## config.mk

```make
export PLATFORM = sky130hd
export DESIGN_NAME = led_pwm_driver_flat
export DESIGN_NICKNAME = d
export VERILOG_FILES = /design/src/rtl/led_pwm_driver_if.sv /design/src/rtl/led_pwm_driver.sv /design/src/flat_wrapper.sv
export SDC_FILE = /design/constraint.sdc
export NUM_CORES = 1
export LEC_CHECK = 0
export BUFFER_PORTS_ARGS = -buffer_cell sky130_fd_sc_hd__buf_2
export CAP_MARGIN = 20
export CELL_PAD_IN_SITES_DETAIL_PLACEMENT = 1
export CELL_PAD_IN_SITES_GLOBAL_PLACEMENT = 1
export CORE_ASPECT_RATIO = 0.7
export CORE_MARGIN = 2
export CORE_UTILIZATION = 49
export DETAILED_ROUTE_END_ITERATION = 16
export PLACE_DENSITY = 0.94
export SYNTH_ARGS = -nofsm -noshare
export SYNTH_HDL_FRONTEND = slang
export SYNTH_SLANG_ARGS = --single-unit
export TNS_END_PERCENT = 20
```

## constraint.sdc

```tcl
create_clock -name CLK_IN -period 3.8 [get_ports CLK_IN]
set_input_delay 0.76 -clock CLK_IN [delete_from_list [all_inputs] [get_ports CLK_IN]]
set_output_delay 0.76 -clock CLK_IN [all_outputs]
set_load 0.03 [all_outputs]
```

## src/rtl/led_pwm_driver_if.sv

```systemverilog
// Bus interface for led_pwm_driver.
//   LED_IN    : raw 3-bit LED pattern from the upstream counter stage
//   BTN_N     : raw active-low brightness pushbutton (asynchronous, bouncing)
//   LED_OUT   : PWM-dimmed LED drive (registered, active-high)
//   LEVEL_OUT : current brightness level 0..7 (registered)
// master = the side that drives the pattern and the button; slave = the driver.
interface led_pwm_driver_if;
    logic [2:0] LED_IN;
    logic       BTN_N;
    logic [2:0] LED_OUT;
    logic [2:0] LEVEL_OUT;

    modport master (
        output LED_IN,
        output BTN_N,
        input  LED_OUT,
        input  LEVEL_OUT
    );

    modport slave (
        input  LED_IN,
        input  BTN_N,
        output LED_OUT,
        output LEVEL_OUT
    );
endinterface

```

## src/rtl/led_pwm_driver.sv

```systemverilog
// LED PWM driver with debounced brightness button.
// A pushbutton steps an 8-level brightness (wraps 7 -> 0). The LED pattern
// and duty cycle are latched only at PWM period boundaries, so the dimmed
// output never glitches mid-period.
// Ports:
//   CLK_IN  : system clock, all state on the rising edge
//   RESET_N : synchronous active-low reset
//   bus     : slave modport of led_pwm_driver_if (LED_IN, BTN_N in;
//             LED_OUT, LEVEL_OUT out)
module led_pwm_driver #(
    parameter int PWM_BITS        = 8,
    parameter int DEBOUNCE_CYCLES = 1000000
) (
    input  logic                   CLK_IN,
    input  logic                   RESET_N,
    led_pwm_driver_if.slave        bus
);

    localparam int DCNT_W = $clog2(DEBOUNCE_CYCLES);
    localparam logic [DCNT_W-1:0]   DCNT_MAX  = DCNT_W'(DEBOUNCE_CYCLES - 1);
    localparam logic [DCNT_W-1:0]   DCNT_ONE  = DCNT_W'(1);
    localparam logic [PWM_BITS-1:0] PWM_ONE   = PWM_BITS'(1);
    localparam logic [PWM_BITS:0]   DUTY_ONE  = (PWM_BITS+1)'(1);
    localparam logic [PWM_BITS:0]   DUTY_FULL = DUTY_ONE << PWM_BITS;

    typedef enum logic [1:0] {
        IDLE,
        PRESS_WAIT,
        PRESSED,
        RELEASE_WAIT
    } state_t;

    // On-time in counts for a level: (level+1)/8 of the period.
    function automatic logic [PWM_BITS:0] duty_of(input logic [2:0] lvl);
        logic [PWM_BITS:0] steps;
        steps = {{(PWM_BITS-2){1'b0}}, lvl} + DUTY_ONE;
        return steps << (PWM_BITS - 3);
    endfunction

    // Synchronizer stores the inverted button so that 1 means pressed.
    logic                sync_p0;
    logic                sync_p1;
    logic                btn_s;

    state_t              state;
    logic [DCNT_W-1:0]   dcnt;
    logic [2:0]          level;

    logic [PWM_BITS-1:0] pwm_cnt;
    logic [2:0]          led_lat;
    logic [PWM_BITS:0]   duty_lat;
    logic [2:0]          led_out_r;

    assign btn_s         = sync_p1;
    assign bus.LED_OUT   = led_out_r;
    assign bus.LEVEL_OUT = level;

    // Stage: button synchronizer
    always_ff @(posedge CLK_IN) begin
        if (!RESET_N) begin
            sync_p0 <= 1'b0;
            sync_p1 <= 1'b0;
        end else begin
            sync_p0 <= ~bus.BTN_N;
            sync_p1 <= sync_p0;
        end
    end

    // Stage: debounce FSM and brightness level
    always_ff @(posedge CLK_IN) begin
        if (!RESET_N) begin
            state <= IDLE;
            dcnt  <= '0;
            level <= 3'd7;
        end else begin
            case (state)
                IDLE: begin
                    if (btn_s) begin
                        state <= PRESS_WAIT;
                        dcnt  <= '0;
                    end
                end
                PRESS_WAIT: begin
                    if (!btn_s) begin
                        state <= IDLE;
                    end else if (dcnt == DCNT_MAX) begin
                        state <= PRESSED;
                        level <= level + 3'd1;  // wraps 7 -> 0
                    end else begin
                        dcnt <= dcnt + DCNT_ONE;
                    end
                end
                PRESSED: begin
                    // Holding the button never auto-repeats.
                    if (!btn_s) begin
                        state <= RELEASE_WAIT;
                        dcnt  <= '0;
                    end
                end
                RELEASE_WAIT: begin
                    if (btn_s) begin
                        state <= PRESSED;
                    end else if (dcnt == DCNT_MAX) begin
                        state <= IDLE;
                    end else begin
                        dcnt <= dcnt + DCNT_ONE;
                    end
                end
                default: begin
                    state <= IDLE;
                end
            endcase
        end
    end

    // Stage: PWM counter, period-boundary latches and output compare
    always_ff @(posedge CLK_IN) begin
        if (!RESET_N) begin
            pwm_cnt   <= '0;
            led_lat   <= '0;
            duty_lat  <= DUTY_FULL;
            led_out_r <= '0;
        end else begin
            pwm_cnt <= pwm_cnt + PWM_ONE;
            // Latch at the wrap only; uses the level as it stands before any
            // same-edge increment, which then takes effect next period.
            if (pwm_cnt == '1) begin
                led_lat  <= bus.LED_IN;
                duty_lat <= duty_of(level);
            end
            led_out_r <= led_lat & {3{({1'b0, pwm_cnt} < duty_lat)}};
        end
    end

endmodule

```

## src/flat_wrapper.sv

```systemverilog
// flat-port wrapper written by rule: the top's interface ports become plain ports
module led_pwm_driver_flat 
#(
    parameter int PWM_BITS        = 8,
    parameter int DEBOUNCE_CYCLES = 1000000
)
  (CLK_IN, RESET_N, bus_LED_IN, bus_BTN_N, bus_LED_OUT, bus_LEVEL_OUT);
  led_pwm_driver_if bus_i ();
  input  logic CLK_IN;
  input  logic RESET_N;
  input wire logic [$bits(bus_i.LED_IN)-1:0] bus_LED_IN;
  input wire logic [$bits(bus_i.BTN_N)-1:0] bus_BTN_N;
  output wire logic [$bits(bus_i.LED_OUT)-1:0] bus_LED_OUT;
  output wire logic [$bits(bus_i.LEVEL_OUT)-1:0] bus_LEVEL_OUT;
  assign bus_i.LED_IN = bus_LED_IN;
  assign bus_i.BTN_N = bus_BTN_N;
  assign bus_LED_OUT = bus_i.LED_OUT;
  assign bus_LEVEL_OUT = bus_i.LEVEL_OUT;
  led_pwm_driver #(.PWM_BITS(PWM_BITS), .DEBOUNCE_CYCLES(DEBOUNCE_CYCLES)) u_core (.CLK_IN(CLK_IN), .RESET_N(RESET_N), .bus(bus_i));
endmodule
```

# After elaboration in Yosys (flattened, before gate mapping)
# Cells that the tools add are included.
# totals
reg_bits,45
input_bits,6
# op_classes
n_addsub,4
order_cmp,1
n_eq_ne,11
muxes,13
bitwise_logic,2
n_reduce_logical,4
# ops
cell,n
20-bit 2-to-1 mux,5
20-bit one-hot mux with 4 select lines,1
"20-bit by 1-bit adder with 20-bit output, second input constant",1
"20-bit == test, second input constant",1
2-bit 2-to-1 mux,6
8-bit by 9-bit less-than comparator with 1-bit output,1
"8-bit by 1-bit adder with 8-bit output, second input constant",1
"8-bit == test, second input constant",1
2-bit one-hot mux with 4 select lines,1
4-bit AND reduction,2
"3-bit by 1-bit adder with 4-bit output, second input constant",1
"2-bit == test, second input constant",2
"2-bit by 1-bit != test with 1-bit output, second input constant",2
"2-bit != test, second input constant",2
"3-bit by 1-bit adder with 3-bit output, second input constant",1
3-bit AND,1
"3-bit by 1-bit != test with 1-bit output, second input constant",1
"3-bit != test, second input constant",1
3-bit AND reduction,1
"2-bit by 1-bit == test with 1-bit output, second input constant",1
2-bit logical NOT,1
1-bit NOT,1

# Depth between registers and ports, before layout
# depth
depth_word,4
depth_mapped,8
depth_no_buf,6

# Worst setup path after synthesis
# No wires, ideal clock.
# synth_timing
kind,reg2reg
from,reg u_core.dcnt[0]
to,reg u_core.dcnt[10]
setup_ns,0.069
arrival_time_ns,1.734
t_required_ns,3.731
slack_ns,1.998
path_stages_with_launch,9
period_less_slack_ns,1.802
path_cell_list,dfxtp_1 > ha_1 > nand3_2 > or2_1 > buf_2 > o211ai_1 > buf_2 > or4_1 > o21ai_1
# synth_between
elab_chain_len,4
word_cells_on_any_way,6
classes_between,1 x add/sub; 1 x eq/ne; 4 x mux
# synth_rtl
element,line_no,text
from (decl),led_pwm_driver.sv:46,logic [DCNT_W-1:0] dcnt;
from (signal assigned),led_pwm_driver.sv:90,dcnt <= dcnt + DCNT_ONE;
from (signal assigned),led_pwm_driver.sv:106,dcnt <= dcnt + DCNT_ONE;
20-bit by 1-bit adder with 20-bit output or 20-bit == test (tied branches),--,
20-bit 2-to-1 mux *,"led_pwm_driver.sv:86, led_pwm_driver.sv:103",
"20-bit 2-to-1 mux, on equally long branches","led_pwm_driver.sv:101, led_pwm_driver.sv:84",
20-bit one-hot mux with 4 select lines *,led_pwm_driver.sv:76,case (state)
# Every way passes the cells marked *; elsewhere a longest branch is shown, timed or not. The select of a mux whose other input is x is not followed.
# A chain may end at the register's enable or synchronous reset.

# Worst setup path after layout
# layout_timing
from,reg u_core.state[0]
to,reg u_core.dcnt[14]
# layout_between
elab_chain_len,3
word_cells_on_any_way,10
classes_between,7 x eq/ne; 1 x mux; 2 x reduce/logical
# layout_rtl
element,line_no,text
from (decl),led_pwm_driver.sv:45,state_t state;
from (signal assigned),led_pwm_driver.sv:72,state <= IDLE;
from (signal assigned),led_pwm_driver.sv:79,state <= PRESS_WAIT;
from (signal assigned),led_pwm_driver.sv:85,state <= IDLE;
"2-bit == test, or another cell as far along",led_pwm_driver.sv:76,
2-bit != test (no source line) or 2-bit by 1-bit != test with 1-bit output (tied branches),--,
4-bit AND reduction (no source line),--,
# Several ways; a longest one is shown, not always the timed one.

==> impl_metrics.tcl <==
set metrics [dict create \
    cts.sinks 45 \
    clock.fmax_mhz 399 \
    finalSetupTns_ns 0 \
    crit_arrival_ns 2.65 \
    whs_ns 0.429 \
    worstSkewPairLatency_ns 0.29 \
    hp-class "flop to flop" \
    syn_avg_cell_area_um2 8.57 \
    cts_tree "done" \
    syn_area_um2 2030 \
    start_util 0.515 \
    max-slew-margin-rel 0.406 \
    num_vias 1713 \
    rows 19 \
    design_area_um2 2200 \
    fillers 492 \
    maxSlewViolCount 0 \
    rsz0062_at_grt "no" \
    syn_inst 237 \
    die_area_um2 4690 \
    io_pins 12 \
    die_w_um 81.0 \
    yosys-top-cells-area "dfxtp_1 (44%), nand2_1 (4.6%), nor2_1 (4.2%), a21oi_1 (4.2%), xor2_1 (3.9%)" \
    p_int_mw 0.630 \
    nNetsFinal 256 \
    p_switching_mw 0.184 \
    yosysWarnings 0 \
    track_usage 0.228 \
    startpoint_type "flop" \
    layout_worst_path_cycle_share 0.660 \
    cts-hold-fix-buffers 0 \
    ys.flop_type "dfxtp_1" \
    grt_pass1_wl_um 8150 \
    ys_types 44 \
    ys_ff_latch 45 \
    tightest_slew_ns 0.891 \
    maxCapViolations 0 \
    htree_levels 2 \
    wl_per_cell_um 15.8 \
    dpl_cell_area_um2 2100 \
    final_layout_size_suffix_gt1_frac 0.102 \
    synth_nets 248 \
    setup.worst_path.end_class "flop" \
    place_hpwl_um 3290 \
    die_h_um 57.9 \
    core_um2 3950 \
    drt_wl_total_um 4710 \
    synth_area_leader_cell "dfxtp_1" \
    worstPathMaxFanout 16 \
    antenna_left 0 \
    antenna_found_initial 0 \
    grt_overflow 0 \
    synth_top_area_frac 0.443 \
    yosysMostFrequentCell "dfxtp_1" \
    dr.first_iter.drc_count 86 \
    p_comb_frac 0.031 \
    critPathKind "flop to flop" \
    syn2layout_area_growth_pct 8.25 \
    power_density_nw_per_um2 370 \
    finalHoldViolCount 0 \
    clkPwrFrac 0.381 \
    synth_seq_area_share 0.443 \
    cts_root_buffer "clkbuf_8" \
    fin_crit_ns 2.51 \
    port-buffer-count 11 \
    cts.repair.resized 0 \
    numCtsBuffers 5 \
    power_mw 0.813 \
    clkSlewWorstSetupHoldPaths_ns 0.09 \
    pwr-share-seq 0.589 \
    p_sw_frac 0.226 \
    ir_drop_mv 0.261 \
    drc 0 \
    clockBufferDepth 2 \
    place_congestion 0.751 \
    diodes 0 \
    synth_edf_count 0 \
    finClkSkew_ns 0.00710 \
    vias_per_cell 5.75 \
    grt_max_degree 30 \
    status "finished, final reports clean" \
    ys_top_cells_by_count "dfxtp_1 (45), nand2_1 (25), nor2_1 (23), a21oi_1 (17), o21ai_0 (12)" \
    post_cts_buffers 0 \
    setup_viol 0 \
    grt_pass1_vias 1727 \
    cp_data_required_time_ns 3.95 \
    ys_async_sr_fraction 0 \
    leakagePower_nw 0.751 \
    drt_first_pass_iters 4 \
]
-- placed cells by master, fill, tap and decap left out, types with 2 or more instances in the layout --
cell      Yosys  final
dfxtp_1      45     45
nand2_1      25     25
nor2_1       23     23
a21oi_1      17     17
o21ai_0      12     12
inv_1        11     11
nand3_1      11     11
buf_2         3     11
or3_1        10     10
nand4_1       9      9
xor2_1        9      9
clkbuf_8      0      6
ha_1          5      5
and3_1        4      4
o22ai_1       4      4
xnor2_1       3      3
o21ai_1       3      3
or4_1         3      3
nor4b_1       2      2
a22oi_1       2      2
mux2i_1       2      2
o211ai_1      2      2
a211oi_1      2      2
and2_1        2      2
nor2b_1       2      2
o21a_1        2      2
-- state kept, by name, summed over array words and instances (netlist names), named ones only --
signal and cells:
u_core.btn_s 1, u_core.pwm_cnt 8, u_core.state 1, u_core.bus.LEVEL_OUT 3, u_core.dcnt 20, u_core.led_lat 3, u_core.sync_p0 1, u_core.duty_lat 4
u_core.bus.LED_OUT 3
-- cell type report --
type                            count  area [µm²]  area share
Tap cell                           52        65.1      0.0296
Clock buffer                        6        82.6      0.0375
Multi-Input combinational cell    171        1040       0.473
Clock inverter                      2        13.8     0.00626
Sequential cell                    45         901       0.410
Timing Repair Buffer               11        55.1      0.0250
Inverter                           11        41.3      0.0188
-- per-layer routing --
metal  global-route usage  up-vias  part of all wire
li1                     -      849                 -
met1                0.299      833              0.48
met2                0.373       27              0.48
met3               0.0483        4             0.030
met4               0.0847        0             0.011
met5                    0        -                 0
-- critical path, stage by stage, from the launching register on --
cell,delay (ns)
dfxtp_1,0.67
nor4bb_1,0.37
nand4_2,0.27
o211ai_1,0.76
or3_1,0.21
a31oi_1,0.08
-- cells by family after synthesis --
family | Yosys count | synth area share
xor gates and xnor gates | 13 | 0.0597
adders and majority gates | 5 | 0.0308
muxes | 2 | 0.00985
and+or+nand+nor | 102 | 0.272
buffers and inverters | 21 | 0.0443
DFF | 45 | 0.443
AOI/OAI and AO/OA | 49 | 0.140
-- final timing paths --
kind / from / to / slack [ns] / cells past startpoint
max: u_core.state[0] / u_core.dcnt[14] / 1.29 / 5
min: u_core.led_lat[0] / u_core.bus.LED_OUT[0] / 0.43 / 2
max reg2reg: u_core.state[0] / u_core.dcnt[14] / 1.29 / 5
min reg2reg: u_core.led_lat[0] / u_core.bus.LED_OUT[0] / 0.43 / 2
-- power groups by stage --
stage                     Clock (mW)  Combinational (mW)  Sequential (mW)
after CTS                      0.312              0.0252            0.479
after detailed placement           0              0.0248            0.490
after global routing           0.337              0.0281            0.480
after global placement             0              0.0233            0.490
final                          0.310              0.0248            0.479
after floorplan                    0              0.0187            0.489
-- metrics by stage --
step	instances	utilization	setup WS [ns]
floorplan	237	-	2.00
global placement	290	0.533	1.47
detailed placement	290	0.533	1.40
CTS	298	0.557	1.35
global route	298	0.557	1.14
finish	298	0.557	1.29
No activity file was read; power rests on OpenSTA's default activity.
